$ cat src/rtl/operand_sequencer.sv
// Operand sequencer: collects two operands from a byte stream, presents them
// to an external combinational adder, and holds the registered sum/carry
// until the downstream side accepts it. Counts completed result handshakes.
module operand_sequencer #(
  parameter int unsigned DATA_W = 8
) (
  input  logic              clk,
  input  logic              rst_n,
  input  logic              in_valid,
  input  logic [DATA_W-1:0] in_data,
  output logic              in_ready,
  output logic [DATA_W-1:0] data1,
  output logic [DATA_W-1:0] data2,
  input  logic [DATA_W-1:0] result,
  output logic              out_valid,
  output logic [DATA_W-1:0] out_sum,
  output logic              out_carry,
  input  logic              out_ready,
  output logic [7:0]        op_count
);

  typedef enum logic [1:0] {
    LOAD_A = 2'd0,
    LOAD_B = 2'd1,
    CALC   = 2'd2,
    HOLD   = 2'd3
  } state_t;

  state_t            state_q, state_d;
  logic [DATA_W-1:0] data1_q, data1_d;
  logic [DATA_W-1:0] data2_q, data2_d;
  logic [DATA_W-1:0] sum_q,   sum_d;
  logic              carry_q, carry_d;
  logic              valid_q, valid_d;
  logic [7:0]        count_q, count_d;

  // State and datapath registers; reset clears everything asynchronously.
  always_ff @(posedge clk or negedge rst_n) begin
    if (!rst_n) begin
      state_q <= LOAD_A;
      data1_q <= '0;
      data2_q <= '0;
      sum_q   <= '0;
      carry_q <= 1'b0;
      valid_q <= 1'b0;
      count_q <= '0;
    end else begin
      state_q <= state_d;
      data1_q <= data1_d;
      data2_q <= data2_d;
      sum_q   <= sum_d;
      carry_q <= carry_d;
      valid_q <= valid_d;
      count_q <= count_d;
    end
  end

  // Next-state and datapath update; every register holds unless its state acts.
  always_comb begin
    state_d  = state_q;
    data1_d  = data1_q;
    data2_d  = data2_q;
    sum_d    = sum_q;
    carry_d  = carry_q;
    valid_d  = valid_q;
    count_d  = count_q;
    in_ready = 1'b0;
    unique case (state_q)
      LOAD_A: begin
        in_ready = 1'b1;
        if (in_valid) begin
          data1_d = in_data;
          state_d = LOAD_B;
        end
      end
      LOAD_B: begin
        in_ready = 1'b1;
        if (in_valid) begin
          data2_d = in_data;
          state_d = CALC;
        end
      end
      CALC: begin
        // Modular sum wrapped below the first addend means a carry-out occurred.
        sum_d   = result;
        carry_d = (result < data1_q);
        valid_d = 1'b1;
        state_d = HOLD;
      end
      HOLD: begin
        if (out_ready) begin
          valid_d = 1'b0;
          count_d = count_q + 8'd1;
          state_d = LOAD_A;
        end
      end
      default: state_d = LOAD_A;
    endcase
  end

  assign data1     = data1_q;
  assign data2     = data2_q;
  assign out_sum   = sum_q;
  assign out_carry = carry_q;
  assign out_valid = valid_q;
  assign op_count  = count_q;

endmodule
$ cat config.mk
export PLATFORM = sky130hd
export DESIGN_NAME = operand_sequencer
export DESIGN_NICKNAME = d
export VERILOG_FILES = /design/src/rtl/operand_sequencer.sv
export SDC_FILE = /design/constraint.sdc
export NUM_CORES = 1
export LEC_CHECK = 0
export BUFFER_PORTS_ARGS = -buffer_cell sky130_fd_sc_hd__buf_2
export CELL_PAD_IN_SITES_DETAIL_PLACEMENT = 1
export CELL_PAD_IN_SITES_GLOBAL_PLACEMENT = 2
export CORE_ASPECT_RATIO = 0.75
export CORE_MARGIN = 3
export CORE_UTILIZATION = 36
export CTS_BUF_LIST = sky130_fd_sc_hd__clkbuf_8
export DETAILED_ROUTE_END_ITERATION = 8
export PLACE_DENSITY_LB_ADDON = 0.1
export SYNTH_ARGS = -nofsm -noshare
export SYNTH_HDL_FRONTEND = slang
export SYNTH_SLANG_ARGS = --single-unit
$ cat constraint.sdc
create_clock -name clk -period 3.3 [get_ports clk]
set_clock_uncertainty 0.15 [all_clocks]
set_input_delay 0.165 -clock clk [delete_from_list [all_inputs] [get_ports clk]]
set_output_delay 0.165 -clock clk [all_outputs]
set_load 0.05 [all_outputs]
==> results by group, run 1 <==
Floorplan
  – Core Region: approximately 4200 um2
  – Initial core utilization: about two fifths
  – Rows: 20
  – # IOs: 55
  – Die X: ~84 um
  – Die ar.: approximately 5400 um2
  – Die H: between 60 and 70 um

Final layout
  – Area Overhead vs Synth: 36.3%
  – # fillers: about 470
  – Layout cells sized above 1: 43.9%
  – Layout net count: about 240
  – Non-Filler Instances: 260
  – Antenna Cells: 0

Logic synthesis
  – Synthesized flop and latch total: 36
  – Async S/R FF share, synth: 100%
  – Sequential area share after synthesis: a little over half
  – Syn nets: 160
  – Synth cell types: 21
  – Largest family of logic cells by synthesized area: multiplexers
  – Synth Area in XOR/XNOR: under 10%
  – Most common cell in the netlist: dfrtp_1
  – Dominant cells by area after synthesis: dfrtp_1, mux2_2, ha_1
  – Compound-Gate Fraction of Synth Area: 3.12%
  – Syn Inst Count: between 100 and 150
  – Top-area cell type share of the netlist area: about 55%
  – Mean Syn Cell Area: approximately 13 um2
  – Simple-gate share of the synthesized area: 7.45%
  – Post-synthesis mux area share: between 10% and 20%
  – Post-Syn Area: about 1600 um2
  – Yosys top cell by area: dfrtp_1
  – Synth Area in Adders: between 9 and 10%
  – Post-synth top cells: dfrtp_1, mux2_2, ha_1, inv_1, nand2_1
  – Ys flop type: dfrtp_1
  – YS warnings: 0
  – Post-synth EDFFs: 0

Setup path
  – Reg2reg start: state_q[0]$_DFFE_PN0P_
  – Critical Path Max Stage Delay: just under 0.4 ns
  – Top cell by count, worst path: inv_1
  – Crit path DAT: between 1 and 1.5 ns
  – Worst path bufs/invs: 3
  – Crit-path slowest cell: dfrtp_1
  – Crit path kind: reg -> out
  – WP data required: approximately 3 ns
  – CP Launch Point: state_q[0]$_DFFE_PN0P_
  – Critical path, cell by cell: inv_1, ha_1, nor2_1, inv_1, buf_2
  – Crit end category: output pin
  – Top delay family on crit path: flip-flops
  – Critical Path Start Type: register
  – Crit path max fanout: 4

Detailed routing
  – Drt first-iter violations: 25
  – Post-DRT Antenna Nets: 0
  – Avg WL per Cell: 15.2 um
  – Post-route DRC: 0
  – Via count: around 1,200
  – Routed WL: 3.96 mm
  – Pre-antenna DRT Iters: 4
  – DR vias/cell: around 4.7

STA
  – Worst-Margin Slew: roughly 0.80 ns
  – Setup-failing EPs final: 0
  – Final TNS setup: 0 ns
  – Fin. max-slew vios: 0
  – Unrepaired setup endpoints after global routing: no
  – Final Hold Viols: 0
  – Hold WS: 0.00903 ns
  – Period minus WS final: 1.77 ns
  – Worst relative slew slack: between 40% and 50%
  – Fin crit share: between 50% and 60%
  – F_max: 0.565 GHz

Place
  – I/O Buffers: 54
  – HPWL after DPL: ~3 mm
  – RePlAce Congestion: ~0.8
  – Placed insts: 235

Global route
  – GRT overflow: 0
  – Pin count of the biggest net entering global routing: 37
  – Antenna violations before repair: 0
  – First-pass GRT wire length: between 6 and 7 mm
  – Vias in the first global route: around 1,400
  – All-layer global routing usage: between 10% and 20%

CTS
  – Sink Count: 36
  – H-tree Lvls: 2
  – Clock root buffer: clkbuf_8
  – Worst-case clock buffer depth: 2
  – CTS tree: done
  – CTS resizes: 0
  – Worst-skew pair later-pin latency: between 0.2 and 0.3 ns
  – CTS Buf Count: 5
  – Clock slew at reported path FFs: ~0.070 ns

Run status
  – Status: finished clean

Worst hold path
  – Hold Path Class: in -> reg
  – Min-delay src: result[2]

Job
  – Max-cap viol count: 0
routing by layer:
layer | routed length, um | GRT usage, % | part of all wire (%)
met1 | 1850 | 21.1 | 47
met3 | 206 | 4.83 | 5.2
met2 | 1860 | 27.4 | 47
met4 | 38 | 4.22 | 0.96
met5 | 0 | 0 | 0
worst paths after layout:
check / end / slack [ns] / depth (start not counted)
worst max-delay path: in_ready / 1.53 / 5
worst min register to register: op_count[7]$_DFFE_PN0P_ / 0.34 / 1
max in group asynchronous: op_count[3]$_DFFE_PN0P_ / 2.14 / 2
worst min-delay path: out_sum[2]$_DFFE_PN0P_ / 0.009 / 2
min in group asynchronous: data2[0]$_DFFE_PN0P_ / 0.35 / 2
worst max register to register: out_carry$_DFFE_PN0P_ / 1.57 / 5
cell usage in the layout (no fill, tap or decap), types with 4 or more instances in the layout:
cell / count
nand3_1: 5
xnor2_1: 4
buf_2: 54
dlygate4sd3_1: 17
mux2_2: 26
ha_1: 13
clkbuf_8: 6
dfrtp_1: 36
nand2_1: 8
inv_1: 14
nor2_1: 4
logic make-up (layout without fill, tap and decap cells):
| family | after synthesis | after routing |
|---|---|---|
| XOR/XNOR | 7 | 7 |
| AND/OR/NAND/NOR | 24 | 24 |
| AO/OA/AOI/OAI | 7 | 7 |
| multiplexers | 26 | 26 |
| adder cells (fa/ha/maj) | 13 | 13 |
| buffers and inverters | 14 | 92 |
| flip-flops | 36 | 36 |
repair_timing:
| action | 4_1_cts | 5_1_grt |
|---|---|---|
| buffers inserted | 0 | 0 |
| hold buffers | 17 | 0 |
| hold endpoints to repair | 60 | 0 |
through the flow:
step / worst slack [ns] / utilization (%) / cell area [um2]
after global placement: 1.62 / 46.8 / 1980
final: 1.53 / 53.0 / 2240
after global routing: 1.42 / 53.0 / 2240
after detailed placement: 1.58 / 46.8 / 1980
after floorplan: 1.60 / - / 1650
after CTS: 1.53 / 53.0 / 2240
area by class of cell:
type | count | area [um2] | area share [%]
Clock buffer | 6 | 82.6 | 3.68
Clock inverter | 2 | 11.3 | 0.502
Inverter | 13 | 48.8 | 2.18
Multi-Input combinational cell | 77 | 691 | 30.8
Sequential cell | 36 | 901 | 40.2
Tap cell | 55 | 68.8 | 3.07
Timing Repair Buffer | 71 | 440 | 19.6
state kept, by name, summed over array words and instances, names as in the netlist:
signal and flops:
data1 8, data2 8, op_count 8, out_carry 1
out_sum 8, out_valid 1, state_q 2
Power of run 1 is not shown: default switching activity piles up to over one toggle a cycle in this logic, so the estimate is an artifact.
==> run 2: changes to the inputs <==
--- a/config.mk
+++ b/config.mk
@@ -10,7 +10,7 @@
 export CELL_PAD_IN_SITES_GLOBAL_PLACEMENT = 2
 export CORE_ASPECT_RATIO = 0.75
 export CORE_MARGIN = 3
-export CORE_UTILIZATION = 36
+export CORE_UTILIZATION = 30
 export CTS_BUF_LIST = sky130_fd_sc_hd__clkbuf_8
 export DETAILED_ROUTE_END_ITERATION = 8
 export PLACE_DENSITY_LB_ADDON = 0.1
==> constraint.sdc (replaced) <==
create_clock -name clk -period 1.6 [get_ports clk]
set_clock_uncertainty 0.15 [all_clocks]
set_input_delay 0.08 -clock clk [delete_from_list [all_inputs] [get_ports clk]]
set_output_delay 0.08 -clock clk [all_outputs]
set_load 0.05 [all_outputs]
==> run 2 against run 1 <==
  * Sequential share of layout area shrank 3.0 points
  * Clock-buffer cell count is the same
  * Flip-flop and latch count is the same
  * Worst hold slack gained 0.062 ns
  * Register-to-register slack lost 1.5 ns
  * Largest cell class unchanged
==> results by group, run 2 (synthesis gave the netlist of run 1 again) <==
STA
  – Setup-failing EPs final: 0 (unchanged)
  – Hold WS: 0.0713 ns (+0.0623 ns)
  – Fin crit share: a little over nine tenths
  – F_max: 0.638 GHz
  – Worst relative slew slack: 67.9% (+21 points)
  – Worst-Margin Slew: 0.481 ns (-0.319 ns)
  – Period minus WS final: approximately 1.6 ns
  – Slack of the critical path: 0.0338 ns (-1.50 ns)
  – Fin. max-slew vios: 0 (unchanged)
  – Final Hold Viols: 0 (unchanged)

Worst hold path
  – Hold Path Class: in -> reg
  – Min-delay src: in_valid
  – Worst Hold End: state_q[1]$_DFFE_PN0P_
  – Hold path depth: 3 (+1)

Global route
  – Pin count of the biggest net entering global routing: 22 (-41%)
  – Antenna violations before repair: 0 (unchanged)
  – First-pass GRT wire length: 6.82 mm (-1.9%)
  – Vias in the first global route: 1,383 (-0.50%)
  – All-layer global routing usage: 13.6% (-2.8 points)
  – GRT overflow: 0 (unchanged)

Setup path
  – Worst R2R End: out_carry$_DFFE_PN0P_
  – Critical path, cell by cell: buf_6, ha_4, buf_12, and4b_1, o311ai_1, nand2_1
  – FF-to-FF setup slack: 0.03 ns (-1.54 ns)
  – Crit end category: register
  – Crit path kind: reg -> reg
  – Critical Path Max Stage Delay: 0.46 ns (+0.07 ns)
  – Crit-path slowest cell: dfrtp_2
  – Critical Path Start Type: register
  – WP data required: 1.62 ns (-1.36 ns)
  – Reg2reg start: state_q[1]$_DFFE_PN0P_
  – Crit path max fanout: 10 (+6)
  – R2R depth: 6 (+1)
  – Crit path DAT: 1.59 ns (+0.13 ns)

Final layout
  – Antenna Cells: 0 (unchanged)
  – Layout cells sized above 1: 53.8% (+9.9 points)
  – Area of the multi-input gates: 759 um2 (+10%)
  – Register area: 910 um2 (+0.97%)
  – Non-Filler Instances: 284 (+9.2%)
  – Layout net count: 244 (+3.0%)
  – Most frequent cells in the layout: buf_2, dfrtp_1, mux2_2, dlygate4sd3_1, inv_1
  – Most common cell after layout, fill and taps aside: buf_2
  – Area Overhead vs Synth: 48.8%
  – # fillers: 554 (+19%)

CTS
  – Clock slew at reported path FFs: 0.07 ns (about the same)
  – Worst-case clock buffer depth: 2 (unchanged)
  – CTS tree: done
  – Worst-skew pair later-pin latency: 0.28 ns (about the same)
  – CTS Buf Count: 5 (unchanged)
  – Sink Count: 36 (unchanged)
  – Clock root buffer: clkbuf_8
  – H-tree Lvls: 2 (unchanged)

Floorplan
  – Core Region: 5090 um2 (+20%)
  – Die X: 91.5 um (+8.9%)
  – Die ar.: 6420 um2 (+18%)
  – Die H: 70.1 um (+8.7%)
  – Initial core utilization: 32.3% (-6.6 points)
  – # IOs: 55 (unchanged)
  – Rows: 22 (+10%)

Detailed routing
  – Pre-antenna DRT Iters: 4 (unchanged)
  – Post-DRT Antenna Nets: 0 (unchanged)
  – Via count: 1,267 (+4.1%)
  – Post-route DRC: 0 (unchanged)
  – Routed WL: 4.32 mm (+9.2%)
  – Avg WL per Cell: 15.2 um (about the same)
  – Drt first-iter violations: 16 (-36%)
  – DR vias/cell: 4.46 (-4.7%)

Run status
  – Status: finished clean

Job
  – Max-cap viol count: 0 (unchanged)

Place
  – RePlAce Congestion: 0.728 (-8.8%)
  – Placed insts: 257 (+9.4%)
  – Post-placement worst setup slack: -0.0441 ns (-1.63 ns)
  – HPWL after DPL: 3.21 mm (+6.6%)
  – I/O Buffers: 54 (unchanged)
[run 2: changes by cell type in the layout (fill, tap and decap cells not counted), sizes merged]
cell,before,now
clkinvlp,1,0
dlygate4sd3,17,18
inv,14,13
buf,54,60
clkinv,0,2
[run 2: cell type report]
type                    instances  share of cell area, %
well taps                      72                   3.68
clock inverters                 2                  0.409
multi-input cells              77                   31.0
inverters                      13                   2.20
repair buffers                 78                   22.2
flip-flops and latches         36                   37.1
clock buffers                   6                   3.37
[run 2: repair_timing]
action                     CTS  global route
hold endpoints to repair    46             0
hold buffers                18             0
buffers inserted             0             1
pin swaps                    1             3
setup endpoints to repair    5            23
gates resized for setup      4            18
[run 2: through the flow]
step	util, %	setup TNS, ns	area (um2)
2_1_floorplan	-	-0.00512	1650
3_3_place_gp	40.9	0	2080
3_5_place_dp	40.9	-0.104	2080
4_1_cts	46.4	-0.0399	2360
5_1_grt	48.1	-0.0125	2450
6_report	48.1	0	2450
[run 2: worst max-delay path: cells and delay by family (launching register included)]
| family | cells | cell delay [ns] |
|---|---|---|
| adders and majority gates | 1 | 0.17 |
| DFF | 1 | 0.46 |
| buffers and inverters | 2 | 0.28 |
| AOI/OAI and AO/OA | 1 | 0.10 |
| and+or+nand+nor | 2 | 0.29 |
[run 2: worst max path at each step]
stage	start	end	cells after the start
floorplan	data1[2]$_DFFE_PN0P_	out_carry$_DFFE_PN0P_	5
global placement	state_q[1]$_DFFE_PN0P_	op_count[7]$_DFFE_PN0P_	5
detailed placement	state_q[0]$_DFFE_PN0P_	state_q[0]$_DFFE_PN0P_	7
CTS	state_q[1]$_DFFE_PN0P_	in_ready	5
global route	state_q[0]$_DFFE_PN0P_	op_count[7]$_DFFE_PN0P_	5
finish	state_q[1]$_DFFE_PN0P_	out_carry$_DFFE_PN0P_	6
[run 2: layer usage]
layer	up-vias	global-route usage (%)	wire length [um]
li1	600	-	-
met1	635	18.1	2070
met2	32	21.6	2080
met3	0	4.20	173
met4	0	3.51	0
met5	-	0	0
Power of run 2 is left out for the same reason.
